==> config.mk <==
export PLATFORM = sky130hd
export DESIGN_NAME = flr_rsp_handler
export DESIGN_NICKNAME = d
export VERILOG_FILES = /design/src/rtl/ofs_fim_pcie_pkg.sv /design/src/rtl/flr_req_fifo.sv /design/src/rtl/flr_rsp_handler.sv
export SDC_FILE = /design/constraint.sdc
export NUM_CORES = 1
export LEC_CHECK = 0
export ABC_CLOCK_PERIOD_IN_PS = 3500
export CAP_MARGIN = 20
export CORE_MARGIN = 1.5
export CORE_UTILIZATION = 55
export CTS_BUF_LIST = sky130_fd_sc_hd__clkbuf_8
export CTS_CLUSTER_DIAMETER = 150
export DETAILED_ROUTE_END_ITERATION = 10
export HOLD_SLACK_MARGIN = 0.05
export PLACE_DENSITY_LB_ADDON = 0.05
export SYNTH_ARGS = -nofsm -noshare
export SYNTH_HDL_FRONTEND = slang
export SYNTH_SLANG_ARGS = --single-unit
export TNS_END_PERCENT = 5
==> constraint.sdc <==
create_clock -name clk -period 3.5 [get_ports clk]
set_clock_uncertainty 0.15 [all_clocks]
set_input_delay 1.05 -clock clk [delete_from_list [all_inputs] [get_ports clk]]
set_output_delay 1.05 -clock clk [all_outputs]
set_load 0.01 [all_outputs]
==> src/rtl/ofs_fim_pcie_pkg.sv <==
// ofs_fim_pcie_pkg: shared PCIe FLR function and stream types
package ofs_fim_pcie_pkg;

    localparam int PF_WIDTH = 3;
    localparam int VF_WIDTH = 11;

    typedef struct packed {
        logic                vf_active;
        logic [VF_WIDTH-1:0] vf;
        logic [PF_WIDTH-1:0] pf;
    } t_flr_func;

    typedef struct packed {
        logic      tvalid;
        t_flr_func tdata;
    } t_axis_pcie_flr;

endpackage

==> src/rtl/flr_req_fifo.sv <==
// flr_req_fifo: synchronous FIFO of pending FLR requests with push/pop/full/empty/count
module flr_req_fifo
    import ofs_fim_pcie_pkg::*;
#(
    parameter int DEPTH = 4,
    localparam int AW = $clog2(DEPTH),
    localparam int CW = $clog2(DEPTH) + 1
) (
    input  logic          clk,
    input  logic          rst_n,
    input  logic          push,
    input  t_flr_func     push_data,
    input  logic          pop,
    output t_flr_func     pop_data,
    output logic          full,
    output logic          empty,
    output logic [CW-1:0] count
);

    t_flr_func     mem_q [DEPTH];
    t_flr_func     mem_d [DEPTH];
    logic [AW-1:0] wr_q, wr_d, rd_q, rd_d;
    logic [CW-1:0] cnt_q, cnt_d;
    logic          push_ok, pop_ok;

    assign full     = cnt_q == CW'(DEPTH);
    assign empty    = cnt_q == '0;
    assign count    = cnt_q;
    assign pop_data = mem_q[rd_q];
    // a full FIFO still takes a push when the head leaves in the same cycle
    assign push_ok  = push && (!full || pop);
    assign pop_ok   = pop && !empty;

    // next-state for storage, pointers (wrapping modulo DEPTH) and occupancy
    always_comb begin
        mem_d = mem_q;
        wr_d  = wr_q;
        rd_d  = rd_q;
        if (push_ok) begin
            mem_d[wr_q] = push_data;
            wr_d        = wr_q + AW'(1);
        end
        if (pop_ok) rd_d = rd_q + AW'(1);
        cnt_d = cnt_q + CW'(push_ok) - CW'(pop_ok);
    end

    // state registers, cleared asynchronously
    always_ff @(posedge clk or negedge rst_n) begin
        if (!rst_n) begin
            mem_q <= '{default: '0};
            wr_q  <= '0;
            rd_q  <= '0;
            cnt_q <= '0;
        end else begin
            mem_q <= mem_d;
            wr_q  <= wr_d;
            rd_q  <= rd_d;
            cnt_q <= cnt_d;
        end
    end

endmodule

==> src/rtl/flr_rsp_handler.sv <==
// flr_rsp_handler: queues FLR requests, holds function reset, waits for ack, returns completion
module flr_rsp_handler
    import ofs_fim_pcie_pkg::*;
#(
    parameter int FIFO_DEPTH  = 4,
    parameter int HOLD_CYCLES = 64,
    parameter int ACK_TIMEOUT = 1024
) (
    input  logic           clk,
    input  logic           rst_n,
    input  t_axis_pcie_flr flr_req_if,
    output t_axis_pcie_flr flr_rsp_if,
    output logic           func_rst_valid,
    output t_flr_func      func_rst_func,
    input  logic           func_rst_ack,
    output logic           busy,
    output logic           overflow_err,
    output logic           timeout_err
);

    localparam int          CW        = $clog2(FIFO_DEPTH) + 1;
    localparam logic [15:0] HOLD_INIT = 16'(HOLD_CYCLES);
    localparam logic [15:0] TMO_INIT  = 16'(ACK_TIMEOUT);

    typedef enum logic [1:0] {IDLE, ASSERT, WAIT_ACK, RESP} state_e;

    state_e        state_q, state_d;
    t_flr_func     func_q, func_d;
    logic [15:0]   hold_q, hold_d, tmo_q, tmo_d;
    logic          ovf_q, ovf_d, tmo_err_q, tmo_err_d;
    logic          fifo_pop, fifo_full, fifo_empty;
    t_flr_func     fifo_data;
    logic [CW-1:0] fifo_count;

    flr_req_fifo #(.DEPTH(FIFO_DEPTH)) u_fifo (
        .clk       (clk),
        .rst_n     (rst_n),
        .push      (flr_req_if.tvalid),
        .push_data (flr_req_if.tdata),
        .pop       (fifo_pop),
        .pop_data  (fifo_data),
        .full      (fifo_full),
        .empty     (fifo_empty),
        .count     (fifo_count)
    );

    // sequencing: pop request, hold reset HOLD_CYCLES, wait for ack or timeout, respond
    always_comb begin
        state_d   = state_q;
        func_d    = func_q;
        hold_d    = hold_q;
        tmo_d     = tmo_q;
        tmo_err_d = tmo_err_q;
        fifo_pop  = 1'b0;
        case (state_q)
            IDLE: begin
                if (!fifo_empty) begin
                    fifo_pop = 1'b1;
                    func_d   = fifo_data;
                    hold_d   = HOLD_INIT;
                    state_d  = ASSERT;
                end
            end
            ASSERT: begin
                if (hold_q <= 16'd1) begin
                    hold_d  = '0;
                    tmo_d   = TMO_INIT;
                    state_d = WAIT_ACK;
                end else begin
                    hold_d = hold_q - 16'd1;
                end
            end
            WAIT_ACK: begin
                if (func_rst_ack) begin
                    state_d = RESP;
                end else if (tmo_q <= 16'd1) begin
                    tmo_d     = '0;
                    tmo_err_d = 1'b1;
                    state_d   = RESP;
                end else begin
                    tmo_d = tmo_q - 16'd1;
                end
            end
            RESP:    state_d = IDLE;
            default: state_d = IDLE;
        endcase
        ovf_d = ovf_q | (flr_req_if.tvalid & fifo_full & ~fifo_pop);
    end

    // FSM, function register, counters and sticky errors
    always_ff @(posedge clk or negedge rst_n) begin
        if (!rst_n) begin
            state_q   <= IDLE;
            func_q    <= '0;
            hold_q    <= '0;
            tmo_q     <= '0;
            ovf_q     <= 1'b0;
            tmo_err_q <= 1'b0;
        end else begin
            state_q   <= state_d;
            func_q    <= func_d;
            hold_q    <= hold_d;
            tmo_q     <= tmo_d;
            ovf_q     <= ovf_d;
            tmo_err_q <= tmo_err_d;
        end
    end

    assign func_rst_valid = state_q == ASSERT;
    assign func_rst_func  = func_q;
    assign flr_rsp_if     = '{tvalid: state_q == RESP, tdata: func_q};
    assign busy           = state_q != IDLE || fifo_count != '0;
    assign overflow_err   = ovf_q;
    assign timeout_err    = tmo_err_q;

endmodule

======== Word-level counts from Yosys, hierarchy flattened ========
Index checks and enable logic that the tools add are counted.
storage, ports and cells
  register bits ........................... 118
  bits in latches ......................... 0
  RAM bits ................................ 0
  ROM bits ................................ 0
  input bits .............................. 19
  output and inout port bits .............. 35
  logic and storage cells ................. 88
  memories kept ........................... 0
operators by class
  $add $sub $neg .......................... 6
  $mul .................................... 0
  div/mod/pow operators ................... 0
  magnitude comparators ................... 5
  equality and inequality tests ........... 8
  shift operators ......................... 0
  muxes and demuxes ....................... 20
  bitwise operators ....................... 8
  reduce and logical (&&, ||, !) cells .... 18
operators with widths
  kind                   count
  $mux 16                5
  $pmux 16 s2            2
  $bwmux 60              1
  $mux 15                3
  $le 16x1->1 const B    2
  $sub 16x1->16 const B  2
  $bmux 15 s2            1
  $demux 15 s2           1
  $reduce_and 3->1       3
  $mux 2                 4
  $pmux 2 s4             1
  $ge 3x3->1 const B     2
  $not 2->3              2
  $reduce_bool 2->1      3
  $add 2x1->2 const B    2
  $eq 2x2->1 const B     2
  $ne 2x2->1 const B     2
  $reduce_and 2->1       2
  $add 3x1->3            1
  $eq 3x3->1 const B     1
  $logic_and 1x1->1      3
  $logic_not 3->1        1
  $lt 3x1->1 const B     1
  $ne 3x3->1 const B     1
  other kinds (11)       17

======== Depth between registers and ports, before layout ========
  word-level depth ........................ 7
  gate-level depth with buffers ........... 11
  mapped depth without buffers ............ 10

======== Hierarchy ========
A second synthesis with hierarchy kept.
second synthesis, totals
  cell total of the unflattened synthesis .. 472
  area total of the unflattened synthesis .. 5994.5 um^2
by module, submodules not included
  module           times used  cells an instance  area an instance (um^2)
  flr_req_fifo     1           182                3010.4
  flr_rsp_handler  1           290                2984.1

======== Worst setup path after synthesis ========
Ideal clock, no wire load.
  path kind ............................... flip-flop to flip-flop
  from .................................... reg u_fifo.cnt_q[1] (netlist: u_fifo.count[1])
  to ...................................... reg u_fifo.cnt_q[2] (netlist: u_fifo.count[2])
  setup time .............................. 80 ps
  arrival ................................. 2817 ps
  path slack .............................. 453 ps
  stages on the path, launching flop included .. 10
  clock period less this slack ............ 3047 ps
  cells stage by stage .................... dfrtp_1 o31ai_1 clkinv_1 clkbuf_1 ha_1 inv_1 ha_1 fa_1 xnor2_1 xnor2_1
RTL lines
  element                 line                   source
  start, declared         flr_req_fifo.sv:23     logic [CW-1:0] cnt_q, cnt_d;
  start signal, assigned  flr_req_fifo.sv:58     cnt_q <= cnt_d;
  $logic_not 3->1 *       flr_req_fifo.sv:27     assign empty = cnt_q == '0;
  $mux 1                  flr_rsp_handler.sv:57  if (!fifo_empty) begin
  $mux 1                  flr_rsp_handler.sv:55  case (state_q)
  $logic_and 1x1->1 *     flr_req_fifo.sv:32     assign pop_ok = pop && !empty;
  via u_fifo.pop_ok       flr_req_fifo.sv:24     logic push_ok, pop_ok;
  $sub 3x1->3 *           flr_req_fifo.sv:44     cnt_d = cnt_q + CW'(push_ok) - CW'(pop_ok);
  via u_fifo.cnt_d[2]     flr_req_fifo.sv:23
The timed path passes the listed nets; every way through them passes the cells marked *.
A chain may end at the register's enable or synchronous reset.

======== Worst setup path in the final report ========
  from .................................... reg state_q[0]
  to ...................................... out busy
on the way
  word-level cells in the longest chain between the ends .. 2
RTL lines
  element                 line                    source
  start, declared         flr_rsp_handler.sv:27   state_e state_q, state_d;
  start signal, assigned  flr_rsp_handler.sv:100  state_q <= state_d;
  $reduce_bool 2->1       flr_rsp_handler.sv:112  assign busy = state_q != IDLE || fifo_count != '0;
  $logic_or 1x1->1        flr_rsp_handler.sv:112
  end, declared           flr_rsp_handler.sv:16   output logic busy,
No other way between the ends.

==> flow_summary.ini <==
[run_status]
status = complete, no violations

[drt]
vias = 3824
post_drt_wl_per_cell_um = 16.5
drc = 0
drt-total-wl_mm = 11.2
antenna_left = 0
drt_iter0_drc = 132
viasPerCell = 5.66
dr.pass1.iters = 5

[clocking]
postCtsSetupBuffers = 0
cts_tree = built
clockBufferDepth = 2
cts-root-buf = clkbuf_8
clock_latency_ns = 0.43
clk_pin_slew_ns = 0.07
cts_made_buffers = 17
clock-sinks = 118
htreeDepth = 4
hold_buffers = 0

[run]
drv_cap = 0

[synthesis]
syn_avg_cell_area_um2 = 11.9
syn_area_mm2 = 0.00572
syn-num-nets = 514
synth_top_family_by_area = multiplexers
synth_compound_area_share_pct = 8.09
synthXorXnorAreaFrac_pct = 1.99
synth.area.mux_share_pct = 18.2
synthAdderAreaFrac_pct = 3.63
synth_largest_area_cell = dfrtp_1
yosys_most_used_dff = dfrtp_1
synth.most_common_cell = dfrtp_1
synth_seq_area_share_pct = 51.6
yosys-top-cells-area = dfrtp_1, mux2_2, mux4_2, nand2_1, ha_1
synth_top_area_share_pct = 51.6
synth.distinct_cells = 50
synth-simple-area-share_pct = 12.0
ys_warn_count = 0
ys_ff_latch = 118
synth_edf_count = 0
syn_inst = 479
yosys-top-cells-count = dfrtp_1, mux2_2, nand2_1, nor2_1, o21ai_0
async_flop_share_pct = 100

[layout]
nFillCells = 811
diodes = 0
drive_above_1_share_pct = 24.4
multi_input_area_mm2 = 0.00252
area_delta_synth_final_pct = 16.8
nets = 563
fin_util_pct = 65.6
final-seq-area_mm2 = 0.00295

[floorplanning]
row_count = 37
initial_core_util_pct = 56.2
pin_count = 54
dieArea_mm2 = 0.0110
coreArea_mm2 = 0.0102
fp.dieW_um = 105
die_h_um = 105

[grt]
overflow = 0
grt_pass1_wl_mm = 19.2
grt_pass1_vias = 3874
antenna_found_initial = 0
grt_max_degree = 45
track_usage_pct = 22.5

[setup_path]
r2r-start = hold_q[10]
worstSetupStartpointType = flop
path_max_fanout = 5
r2r_end = tmo_q[15]
endpoint_kind = output port
reg2reg_slack_ns = 0.63
crit_type = reg -> out
required_ns = 2.30
worstRegToRegCells = 5
arrival_ns = 2.11

[sta]
final_hold_viol_count = 0
worst_slew_margin_rel_pct = 43.4
setup_viol = 0
setup_ws_ns = 0.187
rsz0062_at_grt = false
worst_pin_slew_ns = 0.842
slew_violations = 0
fmax_mhz = 302
period_share_pct = 94.7
fin_crit_ns = 3.31
setup_tns_ns = 0

[place]
portBuffers = 53
gp_congestion = 0.789
post-place-ws_ns = 0.325
post-dp-hpwl_mm = 7.43

[hold_path]
hold-path-cell-count = 1
hold_path.class = reg -> reg
min-delay-start = timeout_err
min_to = timeout_err

[pwr]
peakVddDrop_mv = 0.560
p_leak_nw = 2.95
p_per_area_mw_per_mm2 = 949
-- registers in the layout, indices dropped and copies added (netlist names) --
| register | cells |
|---|---|
| u_fifo.mem_q | 60 |
| hold_q | 16 |
| tmo_q | 16 |
| flr_rsp_if | 15 |
| u_fifo.count | 3 |
| state_q | 2 |
| u_fifo.rd_q | 2 |
| u_fifo.wr_q | 2 |
| overflow_err | 1 |
| timeout_err | 1 |
-- timing repair --
| item | CTS | global route |
|---|---|---|
| gates resized for setup | 0 | 1 |
| endpoints found under the setup margin | 0 | 1 |
| hold endpoints to repair | 0 | 0 |
-- critical path, cell delays in order, from the launching register on --
cell and delay [ns]:
dfrtp_1 0.40, inv_1 0.13, ha_1 0.26, nor4b_2 0.27
inv_1 0.14, clkdlybuf4s50_1 0.49
-- area by class of cell --
class	instances	share of cell area [%]
inverter	17	0.955
clock buffer	20	4.12
sequential	118	44.2
tap	136	2.55
clock inverter	11	0.936
timing repair buffer	66	9.55
multi-input combinational	308	37.7
-- layer usage --
layer	share of wire [%]	global-route usage [%]
met1	45	28.9
met2	50	35.9
met3	3.6	6.67
met4	1.9	8.71
met5	0	0
-- per-stage QoR --
| stage | cell area (um2) | cells | total power [W] | hold slack, ns |
|---|---|---|---|---|
| after floorplan | 5720 | 479 | 0.00448 | 0.294 |
| final | 6680 | 676 | 0.00634 | 0.310 |
| after global placement | 6340 | 645 | 0.00522 | 0.289 |
| after CTS | 6680 | 676 | 0.00640 | 0.309 |
| after global routing | 6680 | 676 | 0.00682 | 0.331 |
| after detailed placement | 6340 | 645 | 0.00533 | 0.297 |
-- worst max path at each step --
stage | from | slack [ns] | cells after the start | endpoint
floorplan | u_fifo.count[1] | 0.45 | 9 | u_fifo.count[2]
global placement | func_rst_ack | 0.34 | 6 | tmo_q[12]
detailed placement | func_rst_ack | 0.33 | 6 | tmo_q[12]
CTS | state_q[0] | 0.04 | 5 | busy
global route | state_q[0] | 0.0003 | 5 | busy
finish | state_q[0] | 0.19 | 5 | busy
-- layout by cell type, fill, tap and decap left out, drive strengths merged, types with 5 or more instances in the layout --
master,netlist,final
a21o,7,7
inv,16,19
or4,10,10
nor3,14,14
o21ai,20,20
mux4,15,15
nand2,60,60
ha,15,15
nor4,8,8
clkdlybuf4s50,0,52
nor2,24,24
buf,19,14
o31ai,5,5
clkbuf,17,20
mux2,61,61
clkinv,1,6
o211ai,5,5
nor2b,5,5
xnor2,11,11
dfrtp,118,118
-- cell families (layout without fill, tap and decap cells) --
kind of cell	after synthesis	count (layout)
and+or+nand+nor	139	139
muxes	77	77
xor gates and xnor gates	13	13
DFF	118	118
buffers and inverters	53	114
AOI/OAI and AO/OA	63	63
adders and majority gates	16	16
-- where the power goes --
group	switching [W]	internal [W]
clock	0.000520	0.000528
combinational	0.00134	0.00153
sequential	0.000446	0.00198
No activity file was read; power rests on OpenSTA's default activity.
